File: src/rtl/rr_mux_arb_pkg.sv
// Shared definitions for the round-robin arbitrating multiplexer:
// arbiter state encoding and the index-width helpers used by every
// parametrised block in this slice.
package rr_mux_pkg;

    // Arbiter state: ARB picks a new winner each beat, BURST holds the grant.
    typedef enum logic {
        ARB   = 1'b0,
        BURST = 1'b1
    } arb_state_t;

    // Ceiling log2 for elaboration-time sizing; clog2(1) is 0.
    function automatic int clog2(input int value);
        int result;
        result = 0;
        for (int i = 0; i < 31; i++) begin
            if ((32'd1 << i) < 32'(value)) begin
                result = i + 1;
            end else begin
                result = result;
            end
        end
        return result;
    endfunction

    // Channel-index width: never narrower than one bit so N=1 still has a port.
    function automatic int cw_of(input int n);
        return (clog2(n) < 1) ? 1 : clog2(n);
    endfunction

endpackage

File: src/rtl/rr_mux_arb_if.sv
// Handshake bundle between N upstream producers and one downstream consumer.
// The arbiter takes the slave view; whoever drives the producers and the
// consumer takes the master view.
interface rr_mux_arb_if
    import rr_mux_pkg::*;
#(
    parameter int N     = 4,
    parameter int WIDTH = 16
) ();

    localparam int CW = cw_of(N);

    logic [N*WIDTH-1:0] in_data;
    logic [N-1:0]       in_last;
    logic [N-1:0]       in_valid;
    logic [N-1:0]       in_ready;
    logic [WIDTH-1:0]   out_data;
    logic               out_last;
    logic [CW-1:0]      out_chan;
    logic               out_valid;
    logic               out_ready;

    modport slave (
        input  in_data,
        input  in_last,
        input  in_valid,
        output in_ready,
        output out_data,
        output out_last,
        output out_chan,
        output out_valid,
        input  out_ready
    );

    modport master (
        output in_data,
        output in_last,
        output in_valid,
        input  in_ready,
        input  out_data,
        input  out_last,
        input  out_chan,
        input  out_valid,
        output out_ready
    );

endinterface

File: src/rtl/rr_mux_arb_pick.sv
// Combinational round-robin picker: returns the first requesting channel at or
// after ptr, wrapping modulo N. The request vector is doubled and shifted so
// the search always starts at bit 0 of the rotated copy.
module rr_pick
    import rr_mux_pkg::*;
#(
    parameter  int N  = 4,
    localparam int CW = cw_of(N)
) (
    input  logic [N-1:0]  req,
    input  logic [CW-1:0] ptr,
    output logic          any,
    output logic [CW-1:0] idx
);

    logic [N-1:0]  rot_s;
    logic [CW-1:0] off_s;
    logic [CW:0]   sum_s;

    // Rotate requests so ptr lands on bit 0, find the lowest set bit, undo the rotation.
    always_comb begin
        rot_s = N'({req, req} >> ptr);
        off_s = '0;
        for (int j = N - 1; j >= 0; j--) begin
            off_s = rot_s[j] ? CW'(j) : off_s;
        end
        any   = |rot_s;
        sum_s = {1'b0, ptr} + {1'b0, off_s};
        idx   = (sum_s >= (CW+1)'(N)) ? CW'(sum_s - (CW+1)'(N)) : sum_s[CW-1:0];
    end

endmodule

File: src/rtl/rr_mux_arb.sv
// N-channel registered multiplexer with round-robin arbitration and burst
// locking. A grant taken on a non-last beat is held until that channel's last
// beat; the pointer then advances past the finishing channel so the next
// winner can be accepted on the very next cycle.
module rr_mux_arb
    import rr_mux_pkg::*;
#(
    parameter int WIDTH = 16,
    parameter int N     = 4
) (
    input  logic        clk,
    input  logic        rst_n,
    rr_mux_arb_if.slave bus
);

    localparam int CW = cw_of(N);

    arb_state_t       state_r;
    logic [CW-1:0]    ptr_r;
    logic [CW-1:0]    gnt_r;
    logic [WIDTH-1:0] out_data_r;
    logic             out_last_r;
    logic [CW-1:0]    out_chan_r;
    logic             out_valid_r;

    logic             any_s;
    logic [CW-1:0]    win_s;
    logic [CW-1:0]    g_s;
    logic             grant_ok_s;
    logic             can_take_s;
    logic [WIDTH-1:0] sel_data_s;
    logic             sel_last_s;
    logic             sel_valid_s;
    logic             accept_s;
    logic [N-1:0]     in_ready_s;
    logic [CW:0]      nxt_wide_s;
    logic [CW-1:0]    nxt_ptr_s;

    rr_pick #(
        .N (N)
    ) u_pick (
        .req (bus.in_valid),
        .ptr (ptr_r),
        .any (any_s),
        .idx (win_s)
    );

    // Effective grant: the picker's winner while arbitrating, the locked channel mid-burst.
    always_comb begin
        g_s        = win_s;
        grant_ok_s = any_s;
        case (state_r)
            ARB: begin
                g_s        = win_s;
                grant_ok_s = any_s;
            end
            BURST: begin
                g_s        = gnt_r;
                grant_ok_s = 1'b1;
            end
            default: begin
                g_s        = '0;
                grant_ok_s = 1'b0;
            end
        endcase
    end

    // Route the granted channel's beat and raise only that channel's ready.
    always_comb begin
        sel_data_s  = '0;
        sel_last_s  = 1'b0;
        sel_valid_s = 1'b0;
        in_ready_s  = '0;
        can_take_s  = ~out_valid_r | bus.out_ready;
        for (int i = 0; i < N; i++) begin
            if (g_s == CW'(i)) begin
                sel_data_s    = bus.in_data[i*WIDTH +: WIDTH];
                sel_last_s    = bus.in_last[i];
                sel_valid_s   = bus.in_valid[i];
                in_ready_s[i] = grant_ok_s & can_take_s & rst_n;
            end else begin
                in_ready_s[i] = 1'b0;
            end
        end
        accept_s = sel_valid_s & grant_ok_s & can_take_s;
    end

    // Pointer for the next arbitration: one past the channel that just finished.
    always_comb begin
        nxt_wide_s = {1'b0, g_s} + {{CW{1'b0}}, 1'b1};
        if (nxt_wide_s >= (CW+1)'(N)) begin
            nxt_ptr_s = '0;
        end else begin
            nxt_ptr_s = nxt_wide_s[CW-1:0];
        end
    end

    // Arbiter FSM, grant/pointer bookkeeping and the output beat register.
    always_ff @(posedge clk or negedge rst_n) begin
        if (!rst_n) begin
            state_r     <= ARB;
            ptr_r       <= '0;
            gnt_r       <= '0;
            out_data_r  <= '0;
            out_last_r  <= 1'b0;
            out_chan_r  <= '0;
            out_valid_r <= 1'b0;
        end else begin
            if (accept_s) begin
                out_data_r  <= sel_data_s;
                out_last_r  <= sel_last_s;
                out_chan_r  <= g_s;
                out_valid_r <= 1'b1;
                case (state_r)
                    ARB, BURST: begin
                        if (sel_last_s) begin
                            state_r <= ARB;
                            ptr_r   <= nxt_ptr_s;
                        end else begin
                            state_r <= BURST;
                            gnt_r   <= g_s;
                        end
                    end
                    default: begin
                        state_r <= ARB;
                    end
                endcase
            end else if (bus.out_ready) begin
                out_valid_r <= 1'b0;
            end else begin
                out_valid_r <= out_valid_r;
            end
        end
    end

    assign bus.in_ready  = in_ready_s;
    assign bus.out_data  = out_data_r;
    assign bus.out_last  = out_last_r;
    assign bus.out_chan  = out_chan_r;
    assign bus.out_valid = out_valid_r;

endmodule

File: src/flat_wrapper.sv
// flat-port wrapper written by rule: the top's interface ports become plain ports
module rr_mux_arb_flat import rr_mux_pkg::*;
#(
    parameter int WIDTH = 16,
    parameter int N     = 4
)
  (clk, rst_n, bus_in_data, bus_in_last, bus_in_valid, bus_in_ready, bus_out_data, bus_out_last, bus_out_chan, bus_out_valid, bus_out_ready);
  rr_mux_arb_if #(.N(N), .WIDTH(WIDTH)) bus_i ();
  input  logic clk;
  input  logic rst_n;
  input wire logic [$bits(bus_i.in_data)-1:0] bus_in_data;
  input wire logic [$bits(bus_i.in_last)-1:0] bus_in_last;
  input wire logic [$bits(bus_i.in_valid)-1:0] bus_in_valid;
  output wire logic [$bits(bus_i.in_ready)-1:0] bus_in_ready;
  output wire logic [$bits(bus_i.out_data)-1:0] bus_out_data;
  output wire logic [$bits(bus_i.out_last)-1:0] bus_out_last;
  output wire logic [$bits(bus_i.out_chan)-1:0] bus_out_chan;
  output wire logic [$bits(bus_i.out_valid)-1:0] bus_out_valid;
  input wire logic [$bits(bus_i.out_ready)-1:0] bus_out_ready;
  assign bus_i.in_data = bus_in_data;
  assign bus_i.in_last = bus_in_last;
  assign bus_i.in_valid = bus_in_valid;
  assign bus_in_ready = bus_i.in_ready;
  assign bus_out_data = bus_i.out_data;
  assign bus_out_last = bus_i.out_last;
  assign bus_out_chan = bus_i.out_chan;
  assign bus_out_valid = bus_i.out_valid;
  assign bus_i.out_ready = bus_out_ready;
  rr_mux_arb #(.WIDTH(WIDTH), .N(N)) u_core (.clk(clk), .rst_n(rst_n), .bus(bus_i));
endmodule
File: config.mk
export PLATFORM = sky130hd
export DESIGN_NAME = rr_mux_arb_flat
export DESIGN_NICKNAME = d
export VERILOG_FILES = /design/src/rtl/rr_mux_arb_pkg.sv /design/src/rtl/rr_mux_arb_if.sv /design/src/rtl/rr_mux_arb_pick.sv /design/src/rtl/rr_mux_arb.sv /design/src/flat_wrapper.sv
export SDC_FILE = /design/constraint.sdc
export NUM_CORES = 1
export LEC_CHECK = 0
export BUFFER_PORTS_ARGS = -buffer_cell sky130_fd_sc_hd__buf_2
export CORE_MARGIN = 1.5
export CORE_UTILIZATION = 49
export DETAILED_ROUTE_END_ITERATION = 10
export PLACE_DENSITY = 0.87
export SYNTH_ARGS = -nofsm -noshare
export SYNTH_HDL_FRONTEND = slang
export SYNTH_SLANG_ARGS = --single-unit
File: constraint.sdc
create_clock -name clk -period 8.45 [get_ports clk]
set_clock_uncertainty 0.05 [all_clocks]
set_input_delay 0.845 -clock clk [delete_from_list [all_inputs] [get_ports clk]]
set_output_delay 0.845 -clock clk [all_outputs]
set_load 0.02 [all_outputs]
==> results by group, run 1 <==
Die
  • Site row count: 22
  • Initial Util: 0.504
  • Die ar.: 4120 sq um
  • Die Ht: 64.2 microns
  • # IOs: 99
  • Core area: 3630 sq um
  • Die X: 64.2 microns

Synth
  • Yosys Warn Count: 0
  • Top cells by count, synth: 28 x nand2_1, 25 x dfrtp_1, 21 x nor2_1
  • Seq cells post-synth: 25
  • Ys async rst share: 1.00
  • Syn Inst Count: 216
  • Post-synthesis sequential area ratio: 0.341
  • Most common cell in the synthesized netlist: nand2_1
  • Synth top area cells: dfrtp_1 34%, a221oi_1 7.2%, nand2_1 5.7%
  • Main synth FF type: dfrtp_1
  • Post-Synthesis Net Count: 296
  • Syn Std Cell Area: 1830 sq um
  • Yosys top cell by area: dfrtp_1
  • Post-synth EDFFs: 0
  • Cell variety after synth: 43
  • Yosys top cell area share: 0.341
  • Syn_area_per_cell: 8.49 sq um

Route
  • Drt pass-1 iters: 4
  • Final WL: 4760 microns
  • Initial drt markers: 80
  • Remaining DRCs: 0
  • Routed Antenna Nets: 0
  • Vias per std cell: 5.36
  • Post-DR wirelength/cell: 13.7 microns
  • Vias: 1,860

Placed design
  • PortBufs: 98
  • Post-placement cell area: 2270 sq um
  • Placer Congestion: 0.941
  • Detailed placer's ending HPWL: 3730 microns

CTS
  • Worst-path clk slew: 0.09 ns
  • Num CTS Buffers: 3
  • Clock Tree Root: clkbuf_8
  • H-tree depth: 1
  • Clock Latency Late Sink: 0.27 ns
  • # resized after CTS: 0
  • Post-CTS Setup Bufs: 0
  • Clock net sink count: 25
  • # hold bufs at CTS: 0
  • CTS tree: yes
  • Max Root-Sink Buffers: 2

Cells and area
  • Final Net Count: 380
  • Design Area, Final: 2320 sq um
  • N_diodes: 0
  • Area Overhead vs Synth: 26.7%
  • Share of cells above drive strength 1: 0.391

Worst hold path
  • Hold Path Class: reg -> reg
  • Worst Hold Launch: u_core.bus.out_data[2]

Worst setup path
  • Launch point of the worst path: bus_in_valid[1]
  • Worst Path Buf+Inv: 3
  • R2R Path Start: u_core.ptr_r[0]
  • Data arrival, critical path: 4.28 ns
  • Crit-path max FO: 35
  • Worst path max stage delay: 0.96 ns
  • Crit-path slowest cell: ha_1
  • Critical Path Start Type: input port
  • Critical Path Sink Type: output port
  • CP Data Required Time: 7.56 ns
  • Cell Chain, Critical Path: buf_2 > nor2b_1 > a221o_1 > nand2_1 > o221ai_1 > ha_1 > xnor2_1 > or2_2 > mux2i_1 > a211oi_2 > ha_1 > inv_1 > nor2_1 > buf_2
  • CP delay by family, top: adder cells
  • Setup CP Type: in -> out

GRT
  • First-pass GRT wire length: 7810 microns
  • Grt total ovfl: 0
  • Gr usage total: 0.240
  • Vias in the first global route: 1,684
  • Largest net degree at the start of global routing: 41
  • Initial antenna violation count: 0

STA
  • Unrepaired setup endpoints after global routing: false
  • Fmax: 0.193 GHz
  • Final setup fails: 0
  • Slew Viols, Final: 0
  • Fin crit share: 0.612
  • Least-Margin Pin Slew: 1.10 ns
  • Final Hold Viols: 0
  • Setup tns final: 0 ns
  • Tmin final: 5.17 ns
  • Final hold slack: 0.448 ns
  • Relative slew slack: 0.268

Run
  • MaxCap Viol Count: 0

Status
  • Status: completed
## registers in the layout, indices dropped and copies added, names as in the netlist
register	count
u_core.bus.out_valid	1
u_core.gnt_r	2
u_core.bus.out_last	1
u_core.ptr_r	2
u_core.bus.out_data	16
u_core.state_r	1
u_core.bus.out_chan	2
## cell usage in the layout (no fill, tap or decap), types with 2 or more instances in the layout
| cell | instances |
|---|---|
| mux2_1 | 3 |
| mux2_2 | 2 |
| nand2_1 | 28 |
| dfrtp_1 | 25 |
| and3_1 | 3 |
| ha_1 | 5 |
| mux2i_1 | 2 |
| a221oi_1 | 15 |
| inv_1 | 5 |
| a221o_1 | 2 |
| a21oi_1 | 17 |
| nor2b_1 | 2 |
| nor3_1 | 17 |
| mux2_4 | 3 |
| xnor2_1 | 2 |
| o21ai_0 | 3 |
| buf_2 | 98 |
| o221ai_1 | 2 |
| nand2b_1 | 5 |
| nor2_1 | 21 |
| o21ai_1 | 16 |
| clkbuf_8 | 3 |
## through the flow
stage                     std cells  worst slack [ns]  utilization
final                           347              3.28        0.639
after global routing            347              2.85        0.639
after CTS                       347              3.33        0.639
after detailed placement        343              3.23        0.626
after global placement          343              3.49        0.626
after floorplan                 216              4.08            -
## metal layers
| metal | up-vias | routed length, microns | global-route usage |
|---|---|---|---|
| met5 | - | 0 | 0 |
| li1 | 938 | - | - |
| met4 | 0 | 62 | 0.0718 |
| met3 | 6 | 241 | 0.00704 |
| met2 | 77 | 2220 | 0.366 |
| met1 | 839 | 2240 | 0.368 |
## final cells by class
| type | instances | area, sq um |
|---|---|---|
| clock buffer | 3 | 41.3 |
| clock inverter | 1 | 7.51 |
| fill | 341 | 1310 |
| inverter | 6 | 25.0 |
| multi-input combinational | 165 | 1060 |
| sequential | 25 | 626 |
| tap | 48 | 60.1 |
| timing repair buffer | 99 | 498 |
## kinds of logic (layout without fill, tap and decap cells)
group,count (synthesis),count (layout),share of synthesized area
mux,10,10,0.0662
compound gates,64,64,0.256
buf+inv,26,109,0.0778
fa+ha+maj,5,5,0.0341
xor+xnor,2,2,0.00956
flops,25,25,0.341
simple gates,84,84,0.215
## worst reg2reg max path, cell delays in order, from the launching register on
cell and delay, ns:
dfrtp_1 0.51, nor2b_1 0.21, a221o_1 0.34, nand2_1 0.07, o221ai_1 0.10, ha_1 0.21, xnor2_1 0.36, or2_2 0.19
mux2i_1 0.07, a211oi_2 0.31, ha_1 0.96, inv_1 0.25, o2111ai_2 0.24, buf_4 0.39, nand2b_1 0.22, mux2_1 0.33
## final timing paths
path / depth (start not counted) / to / slack, ns
max: 14 / bus_in_ready[3] / 3.28
min in group asynchronous: 1 / u_core.bus.out_data[9] / 0.51
min reg2reg: 2 / u_core.bus.out_data[2] / 0.45
max reg2reg: 15 / u_core.gnt_r[0] / 3.53
max in group asynchronous: 1 / u_core.bus.out_chan[0] / 7.46
min: 2 / u_core.bus.out_data[2] / 0.45
Power of run 1 is left out: the tool's default activity adds up to more than one toggle a clock period on the data nets, which glitch-free logic cannot reach.
==> run 2: changes to the inputs <==
--- a/config.mk
+++ b/config.mk
@@ -7,9 +7,9 @@
 export LEC_CHECK = 0
 export BUFFER_PORTS_ARGS = -buffer_cell sky130_fd_sc_hd__buf_2
 export CORE_MARGIN = 1.5
-export CORE_UTILIZATION = 49
+export CORE_UTILIZATION = 45
 export DETAILED_ROUTE_END_ITERATION = 10
-export PLACE_DENSITY = 0.87
+export PLACE_DENSITY = 0.8
 export SYNTH_ARGS = -nofsm -noshare
 export SYNTH_HDL_FRONTEND = slang
 export SYNTH_SLANG_ARGS = --single-unit
==> constraint.sdc (replaced) <==
create_clock -name clk -period 5.1 [get_ports clk]
set_clock_uncertainty 0.05 [all_clocks]
set_input_delay 0.51 -clock clk [delete_from_list [all_inputs] [get_ports clk]]
set_output_delay 0.51 -clock clk [all_outputs]
set_load 0.02 [all_outputs]
==> run 2 against run 1 <==
Cell count increased by 1.2%; register-to-register slack got worse by 2.9 ns; count of clock-buffer cells in the layout unchanged; via count decreased by 0.86%; sequential cell count unchanged; hold slack got worse by 0.27 ns; cell area increased by 0.75%; core utilization decreased by 5.0 points; worst setup slack got worse by 2.7 ns; first-iteration DRC count decreased by 3.8%; critical path depth increased by 1.
==> results by group, run 2 (synthesis gave the netlist of run 1 again) <==
Status
  • Status: completed

Die
  • Die X: 66.8 microns (+4.1%)
  • Initial Util: 0.462 (-0.0429)
  • Die ar.: 4460 sq um (+8.5%)
  • Site row count: 23 (+4.5%)
  • Die Ht: 66.8 microns (+4.1%)
  • Core area: 3970 sq um (+9.3%)
  • # IOs: 99 (unchanged)

Cells and area
  • Final Net Count: 382 (+0.53%)
  • N_diodes: 0 (unchanged)
  • Most frequent cells in the layout: 98 x buf_2, 28 x nand2_1, 25 x dfrtp_1
  • Share of cells above drive strength 1: 0.399 (+0.00737)
  • Leading cell type in the layout, fill and taps excluded: buf_2
  • Area Overhead vs Synth: 27.6%
  • Max reg flops: 16 (unchanged)

GRT
  • Largest net degree at the start of global routing: 39 (-4.9%)
  • First-pass GRT wire length: 7750 microns (-0.79%)
  • Gr usage total: 0.228 (-0.0120)
  • Grt total ovfl: 0 (unchanged)
  • Vias in the first global route: 1,620 (-3.8%)
  • Initial antenna violation count: 0 (unchanged)

Worst setup path
  • Critical Path Sink Type: flop
  • Launch point of the worst path: u_core.ptr_r[0]
  • Setup CP Type: reg -> reg
  • Crit-path max FO: 22 (-37%)
  • R2R Path Start: u_core.ptr_r[0]
  • Data arrival, critical path: 4.62 ns (+0.34 ns)
  • Critical Path Start Type: flop
  • CP Data Required Time: 5.21 ns (-2.35 ns)

STA
  • Fmax: 0.222 GHz
  • Fin crit share: 0.884
  • Least-Margin Pin Slew: 0.696 ns (-0.403 ns)
  • Unrepaired setup endpoints after global routing: false
  • Final setup fails: 0 (unchanged)
  • Tmin final: 4.51 ns
  • Final Hold Viols: 0 (unchanged)
  • Relative slew slack: 0.536 (+0.269)
  • Slew Viols, Final: 0 (unchanged)
  • Setup tns final: 0 ns (unchanged)

Run
  • MaxCap Viol Count: 0 (unchanged)

CTS
  • Num CTS Buffers: 3 (unchanged)
  • Max Root-Sink Buffers: 2 (unchanged)
  • Clock Tree Root: clkbuf_8
  • Clock Latency Late Sink: 0.27 ns (about the same)
  • CTS tree: yes
  • Clock net sink count: 25 (unchanged)
  • H-tree depth: 1 (unchanged)
  • Worst-path clk slew: 0.09 ns (about the same)

Route
  • Initial drt markers: 77 (-3.8%)
  • Post-DR wirelength/cell: 13.9 microns (+1.5%)
  • Drt pass-1 iters: 4 (unchanged)
  • Routed Antenna Nets: 0 (unchanged)
  • Vias per std cell: 5.25 (-2.0%)
  • Vias: 1,844 (-0.86%)
  • Remaining DRCs: 0 (unchanged)
  • Final WL: 4880 microns (+2.6%)

Placed design
  • PortBufs: 98 (unchanged)
  • Detailed placer's ending HPWL: 3890 microns (+4.2%)
  • Placer Congestion: 0.819 (-13%)

Worst hold path
  • Hold Path Class: in -> async
-- run 2: layout make-up --
type / count / area (sq um)
Inverter: 6 / 25.0
Clock inverter: 1 / 5.00
Tap cell: 50 / 62.6
Fill cell: 374 / 1630
Clock buffer: 3 / 41.3
Sequential cell: 25 / 626
Multi-Input combinational cell: 165 / 1070
Timing Repair Buffer: 101 / 513
-- run 2: stage by stage --
step,instance area (sq um),utilization,worst slack [ns],std cells,hold slack (ns)
floorplan,1830,-,1.30,216,0.164
global placement,2290,0.577,0.553,347,0.414
detailed placement,2290,0.577,0.356,347,0.421
CTS,2340,0.589,0.391,351,0.204
global route,2340,0.589,0.243,351,0.239
finish,2340,0.589,0.591,351,0.179
-- run 2: routing by layer --
layer | global-route usage | part of all wire | vias to the layer above
li1 | - | - | 947
met1 | 0.359 | 0.49 | 827
met2 | 0.316 | 0.44 | 64
met3 | 0.0236 | 0.048 | 6
met4 | 0.0791 | 0.014 | 0
met5 | 0 | 0 | -
-- run 2: path summary, 6_finish.rpt --
kind	to	slack, ns	depth (start not counted)
max	u_core.gnt_r[1]	0.59	15
min	u_core.bus.out_data[2]	0.18	1
max reg2reg	u_core.gnt_r[1]	0.59	15
min reg2reg	u_core.bus.out_chan[0]	0.43	2
max in group asynchronous	u_core.bus.out_data[10]	4.41	1
min in group clk	u_core.bus.out_chan[0]	0.43	2
-- run 2: worst max-delay path, cell delays in order, from the launching register on --
cell and delay (ns):
dfrtp_1 0.50, nor2b_1 0.20, a221o_1 0.35, nand2_1 0.07, o221ai_1 0.11, ha_1 0.21, xnor2_1 0.19, o41ai_1 0.46
a211oi_2 0.14, inv_1 0.10, ha_1 0.61, nor2b_2 0.27, a221o_1 0.39, a22oi_4 0.18, nor3b_2 0.21, mux2_2 0.35
-- run 2: timing repair --
action                     in CTS  in global routing
resized for setup               0                  1
hold buffers                    0                  0
setup endpoints to repair       0                  2
setup buffers                   0                  0
Power of run 2 is left out for the same reason.
